### src/rtl/ir_prefetch_unit_pkg.sv
// Shared definitions for the instruction prefetch unit: FSM state encoding
// and width helpers for the occupancy and pointer counters.
package ir_prefetch_unit_pkg;

    typedef enum logic {
        ST_RUN   = 1'b0,
        ST_DRAIN = 1'b1
    } state_e;

    // Occupancy counters must hold the value DEPTH itself, hence the extra bit.
    function automatic int lvl_w(input int depth);
        return $clog2(depth) + 1;
    endfunction

    function automatic int ptr_w(input int depth);
        return $clog2(depth);
    endfunction

endpackage

### src/rtl/ir_prefetch_fifo.sv
// DEPTH-entry FIFO holding {instruction, pc} pairs; clear empties it in one cycle.
module ir_prefetch_fifo
    import ir_prefetch_unit_pkg::*;
#(
    parameter int DEPTH = 4,
    parameter int W     = 48
) (
    input  logic                    clk,
    input  logic                    rst,
    input  logic                    clr,
    input  logic                    push,
    input  logic [W-1:0]            wdata,
    input  logic                    pop,
    output logic [W-1:0]            rdata,
    output logic [lvl_w(DEPTH)-1:0] count
);
    localparam int PW = ptr_w(DEPTH);
    localparam int LW = lvl_w(DEPTH);

    logic [W-1:0]  mem_q [DEPTH];
    logic [PW-1:0] wr_ptr_q, wr_ptr_d;
    logic [PW-1:0] rd_ptr_q, rd_ptr_d;
    logic [LW-1:0] count_q, count_d;
    logic          do_push, do_pop;

    always_comb begin
        do_pop   = pop && (count_q != '0);
        // A push at full is only legal when the head leaves in the same cycle.
        do_push  = push && ((count_q != LW'(DEPTH)) || do_pop);
        wr_ptr_d = wr_ptr_q;
        rd_ptr_d = rd_ptr_q;
        count_d  = count_q;
        if (clr) begin
            wr_ptr_d = '0;
            rd_ptr_d = '0;
            count_d  = '0;
        end else begin
            if (do_push) wr_ptr_d = wr_ptr_q + PW'(1);
            if (do_pop)  rd_ptr_d = rd_ptr_q + PW'(1);
            count_d = count_q + LW'(do_push) - LW'(do_pop);
        end
    end

    always_ff @(posedge clk or posedge rst) begin
        if (rst) begin
            wr_ptr_q <= '0;
            rd_ptr_q <= '0;
            count_q  <= '0;
        end else begin
            wr_ptr_q <= wr_ptr_d;
            rd_ptr_q <= rd_ptr_d;
            count_q  <= count_d;
        end
    end

    always_ff @(posedge clk) begin
        if (do_push && !clr) mem_q[wr_ptr_q] <= wdata;
    end

    assign rdata = mem_q[rd_ptr_q];
    assign count = count_q;

endmodule

### src/rtl/ir_prefetch_unit.sv
// Instruction fetch front end: pipelined req/gnt/rvalid reads into a prefetch
// queue, with redirect that flushes the queue and discards in-flight responses.
module ir_prefetch_unit
    import ir_prefetch_unit_pkg::*;
#(
    parameter int                ADDR_W   = 16,
    parameter int                INSTR_W  = 32,
    parameter int                DEPTH    = 4,
    parameter logic [ADDR_W-1:0] RESET_PC = '0
) (
    input  logic                     clk,
    input  logic                     rst_n,
    input  logic                     i_fetch_en,
    input  logic                     i_redirect_en,
    input  logic [ADDR_W-1:0]        i_redirect_addr,
    output logic                     o_mem_req,
    output logic [ADDR_W-1:0]        o_mem_addr,
    input  logic                     i_mem_gnt,
    input  logic                     i_mem_rvalid,
    input  logic [INSTR_W-1:0]       i_mem_rdata,
    output logic                     o_ir_valid,
    output logic [INSTR_W-1:0]       o_ir,
    output logic [ADDR_W-1:0]        o_ir_pc,
    input  logic                     i_ir_ready,
    output logic [$clog2(DEPTH):0]   o_level
);
    localparam int              LW      = lvl_w(DEPTH);
    localparam logic [LW:0]     DEPTH_V = (LW + 1)'(DEPTH);

    state_e                      state_q, state_d;
    logic [ADDR_W-1:0]           pc_q, pc_d;
    logic [ADDR_W-1:0]           rsp_pc_q, rsp_pc_d;
    logic [LW-1:0]               outst_q, outst_d;
    logic [LW-1:0]               drop_q, drop_d;
    logic [LW-1:0]               count;
    logic [INSTR_W+ADDR_W-1:0]   head;
    logic                        credit_ok, issue, rsp, keep_rsp, ir_pop;

    assign o_ir_valid = (count != '0);
    assign o_ir       = o_ir_valid ? head[INSTR_W+ADDR_W-1:ADDR_W] : '0;
    assign o_ir_pc    = o_ir_valid ? head[ADDR_W-1:0] : '0;
    assign o_mem_addr = pc_q;
    assign o_level    = count;

    always_comb begin
        // Queued plus in-flight words may never exceed the queue size.
        credit_ok = ({1'b0, count} + {1'b0, outst_q}) < DEPTH_V;
        o_mem_req = (state_q == ST_RUN) && i_fetch_en && credit_ok && !i_redirect_en;
        issue     = o_mem_req && i_mem_gnt;
        rsp       = i_mem_rvalid && (outst_q != '0);
        keep_rsp  = rsp && (drop_q == '0) && !i_redirect_en;
        ir_pop    = o_ir_valid && i_ir_ready;
        outst_d   = outst_q + LW'(issue) - LW'(rsp);
        pc_d      = pc_q;
        rsp_pc_d  = rsp_pc_q;
        drop_d    = drop_q;
        state_d   = state_q;
        if (i_redirect_en) begin
            // Everything still in flight after this cycle belongs to the old stream.
            pc_d     = i_redirect_addr;
            rsp_pc_d = i_redirect_addr;
            drop_d   = outst_d;
            state_d  = (outst_d != '0) ? ST_DRAIN : ST_RUN;
        end else begin
            if (issue)    pc_d     = pc_q + ADDR_W'(1);
            if (keep_rsp) rsp_pc_d = rsp_pc_q + ADDR_W'(1);
            if (rsp && (drop_q != '0)) drop_d = drop_q - LW'(1);
            if ((state_q == ST_DRAIN) && (drop_q == '0)) state_d = ST_RUN;
        end
    end

    always_ff @(posedge clk or posedge rst_n) begin
        if (rst_n) begin
            state_q  <= ST_RUN;
            pc_q     <= RESET_PC;
            rsp_pc_q <= RESET_PC;
            outst_q  <= '0;
            drop_q   <= '0;
        end else begin
            state_q  <= state_d;
            pc_q     <= pc_d;
            rsp_pc_q <= rsp_pc_d;
            outst_q  <= outst_d;
            drop_q   <= drop_d;
        end
    end

    ir_prefetch_fifo #(
        .DEPTH (DEPTH),
        .W     (INSTR_W + ADDR_W)
    ) u_fifo (
        .clk   (clk),
        .rst   (rst_n),
        .clr   (i_redirect_en),
        .push  (keep_rsp),
        .wdata ({i_mem_rdata, rsp_pc_q}),
        .pop   (ir_pop),
        .rdata (head),
        .count (count)
    );

endmodule

### config.mk
export PLATFORM = sky130hd
export DESIGN_NAME = ir_prefetch_unit
export DESIGN_NICKNAME = d
export VERILOG_FILES = /design/src/rtl/ir_prefetch_unit_pkg.sv /design/src/rtl/ir_prefetch_fifo.sv /design/src/rtl/ir_prefetch_unit.sv
export SDC_FILE = /design/constraint.sdc
export NUM_CORES = 1
export LEC_CHECK = 0
export CORE_MARGIN = 2
export CORE_UTILIZATION = 55
export DETAILED_ROUTE_END_ITERATION = 12
export PLACE_DENSITY = 0.76
export SYNTH_ARGS = -nofsm -noshare
export SYNTH_HDL_FRONTEND = slang
export SYNTH_SLANG_ARGS = --single-unit
### constraint.sdc
create_clock -name clk -period 3.7 [get_ports clk]
set_input_delay 0.37 -clock clk [delete_from_list [all_inputs] [get_ports clk]]
set_output_delay 0.37 -clock clk [all_outputs]
set_load 0.1 [all_outputs]
==> flow_summary.json <==
{
  "total_power_mw": 9.35,
  "setup_viol": 0,
  "cts_tree": "done",
  "yosysSeqAreaShare_pct": 70.0,
  "fin_tns_setup_ns": 0,
  "ant_nets": 0,
  "cp_common_cell": "ha_1",
  "skew_ns": 0.0103,
  "crit_required_ns": 4.05,
  "period_needed_ns": 3.36,
  "ctsResizeCount": 0,
  "synth_top_area_cell": "edfxtp_1",
  "synth_common_cells": "192 x edfxtp_1, 55 x and2_1, 48 x mux4_2",
  "synth.most_common_cell": "edfxtp_1",
  "run_status": "completed",
  "p_leak_nw": 4.19,
  "dieArea_mm2": 0.0190,
  "grt_pass1_wl_um": 29900,
  "final_nets": 795,
  "path_class": "reg2reg",
  "cp-start-kind": "register",
  "grt_max_degree": 61,
  "cp_max_fo": 22,
  "dp_hpwl_um": 11800,
  "crit_slowest_cell": "dfrtp_1",
  "fmax_mhz": 298,
  "ios": 124,
  "grt_pass1_vias": 5621,
  "cts.sinks": 238,
  "viasPerCell": 5.61,
  "overflow": 0,
  "layout.cells.non_filler": 969,
  "whs_ns": 0.344,
  "drt-total-wl_um": 18900,
  "cts_hold_buf": 0,
  "post-route-util_pct": 67.3,
  "drt_iter0_markers": 361,
  "drc_errors": 0,
  "crit_path_max_incr_delay_ns": 0.48,
  "portBuffers": 123,
  "syn_nets": 658,
  "synth_flop_cell": "edfxtp_1",
  "rsz0062_at_grt": "no",
  "cts_max_level": 1,
  "synth_edf_count": 192,
  "vias": 5436,
  "synthArstFlopShare_pct": 19.3,
  "layout-drive-gt1-share_pct": 20.8,
  "cap_violations": 0,
  "clock_path_buffers": 3,
  "fill_cells": 1197,
  "fin_crit_sh_pct": 90.7,
  "worst_pin_slew_ns": 0.989,
  "gp_congestion": 0.877,
  "maxSlewViolCount": 0,
  "syn_to_final_growth_pct": 21.1,
  "insertion_delay_ns": 0.49,
  "die_w_um": 138,
  "arrival_ns": 3.70,
  "grt_antenna_before_repair": 0,
  "peakVddDrop_mv": 0.691,
  "ys.warnings.count": 0,
  "ys_types": 46,
  "path_clk_slew_ns": 0.06,
  "grt_use_total_pct": 19.7,
  "avgSynthCellArea_um2": 16.8,
  "dp.cells": 928,
  "finalHoldViolations": 0,
  "crit_chain": "ha_1 > nor4b_2 > and4_1 > inv_2 > ha_1 > inv_1 > ha_1 > fa_1 > xnor2_1 > xnor2_1 > o31ai_1 > o21ai_0",
  "start_util_pct": 55.6,
  "crit_path_end_kind": "register",
  "synth_area_mm2": 0.00988,
  "ys_seq_elements": 238,
  "antenna_cells": 0,
  "power_density_mw_per_mm2": 782,
  "syn_inst": 587,
  "slew_headroom_pct": 33.8,
  "synth_top_area_share_pct": 58.4,
  "wl_per_cell_um": 19.5,
  "synth_area_leaders": "edfxtp_1 58%, dfrtp_1 12%, mux4_2 11%",
  "chipHeight_um": 138,
  "core_area_mm2": 0.0178,
  "cts-root-buf": "clkbuf_16",
  "num_rows": 49,
  "hold_class": "in2async",
  "numCtsBuffers": 23,
  "firstDrtPassIters": 4,
  "post_cts_buffers": 0
}
==> report_power, final <==
| group | internal, mW | switching (mW) | leakage (nW) |
|---|---|---|---|
| registers | 3.09 | 0.254 | 2.29 |
| logic | 1.11 | 2.84 | 1.58 |
| clock network | 1.16 | 0.902 | 0.316 |
| total | 5.36 | 3.99 | 4.19 |
==> path summary, 6_finish.rpt <==
check                                    from                 end  slack, ns  cells after the start
max reg2reg                   u_fifo.count[1]             state_q       0.34                     12
max                           u_fifo.count[1]             state_q       0.34                     12
min                                     rst_n      o_mem_addr[14]       0.34                      3
min reg2reg                    o_mem_addr[12]      o_mem_addr[12]       0.55                      1
min in group clk           i_redirect_addr[8]         rsp_pc_q[8]       0.48                      3
max in group asynchronous               rst_n  u_fifo.rd_ptr_q[0]       2.88                      3
==> logic make-up (layout without fill, tap and decap cells) <==
logic type / after synthesis / after routing / synth area share (%)
simple gates: 167 / 167 / 9.32
mux: 50 / 50 / 11.2
fa+ha+maj: 16 / 16 / 2.18
buf+inv: 43 / 196 / 1.81
compound gates: 45 / 45 / 3.01
flops: 238 / 238 / 70.0
xor+xnor: 28 / 28 / 2.48
==> through the flow <==
| stage | worst slack [ns] | cell area (um2) |
|---|---|---|
| 6_report | 0.345 | 12000 |
| 3_5_place_dp | 0.319 | 11300 |
| 3_3_place_gp | 0.381 | 11300 |
| 2_1_floorplan | 0.103 | 9880 |
| 4_1_cts | 0.349 | 12000 |
| 5_1_grt | 0.00421 | 12000 |
==> cell type report <==
cell class	instances	area (um2)	area share, %
inverters	17	63.8	0.533
clock buffers	30	612	5.12
well taps	229	287	2.40
clock inverters	11	46.3	0.387
repair buffers	138	1240	10.4
multi-input cells	306	2790	23.3
flip-flops and latches	238	6920	57.9
==> state kept, by name, indices dropped and copies added (netlist names) <==
signal and flops:
u_fifo.rd_ptr_q 2, u_fifo.count 3, u_fifo.wr_ptr_q 2, rsp_pc_q 16, state_q 1, outst_q 3
o_mem_addr 16, drop_q 3, u_fifo.mem_q 192
==> layout by cell type (no fill, tap or decap), drive strengths merged, types with 11 or more instances in the layout <==
master           n
edfxtp         192
clkdlybuf4s50   73
buf             65
and2            55
mux4            48
dfrtp           46
nand2           44
clkbuf          30
o21ai           20
nor2            19
inv             16
xor2            14
xnor2           14
ha              14
nand3           12
clkinv          11
==> critical path: cells and delay by family, from the launching register on <==
kind / cells / cell delay [ns]
compound gates: 2 / 0.31
flops: 1 / 0.48
simple gates: 2 / 0.67
xor+xnor: 2 / 0.33
buf+inv: 2 / 0.26
fa+ha+maj: 4 / 1.16
==> metal layers <==
layer  share of wire [%]  routed length, um  global-route usage [%]  up-vias
met5                   0                  0                       0        -
met4                 2.2                416                    5.64        0
met3                 5.6               1070                    3.12       36
met2                  48               9170                    31.9      182
met1                  44               8250                    28.3     2707
li1                    -                  -                       -     2511
Note: power is estimated with default switching activity, not from simulation.
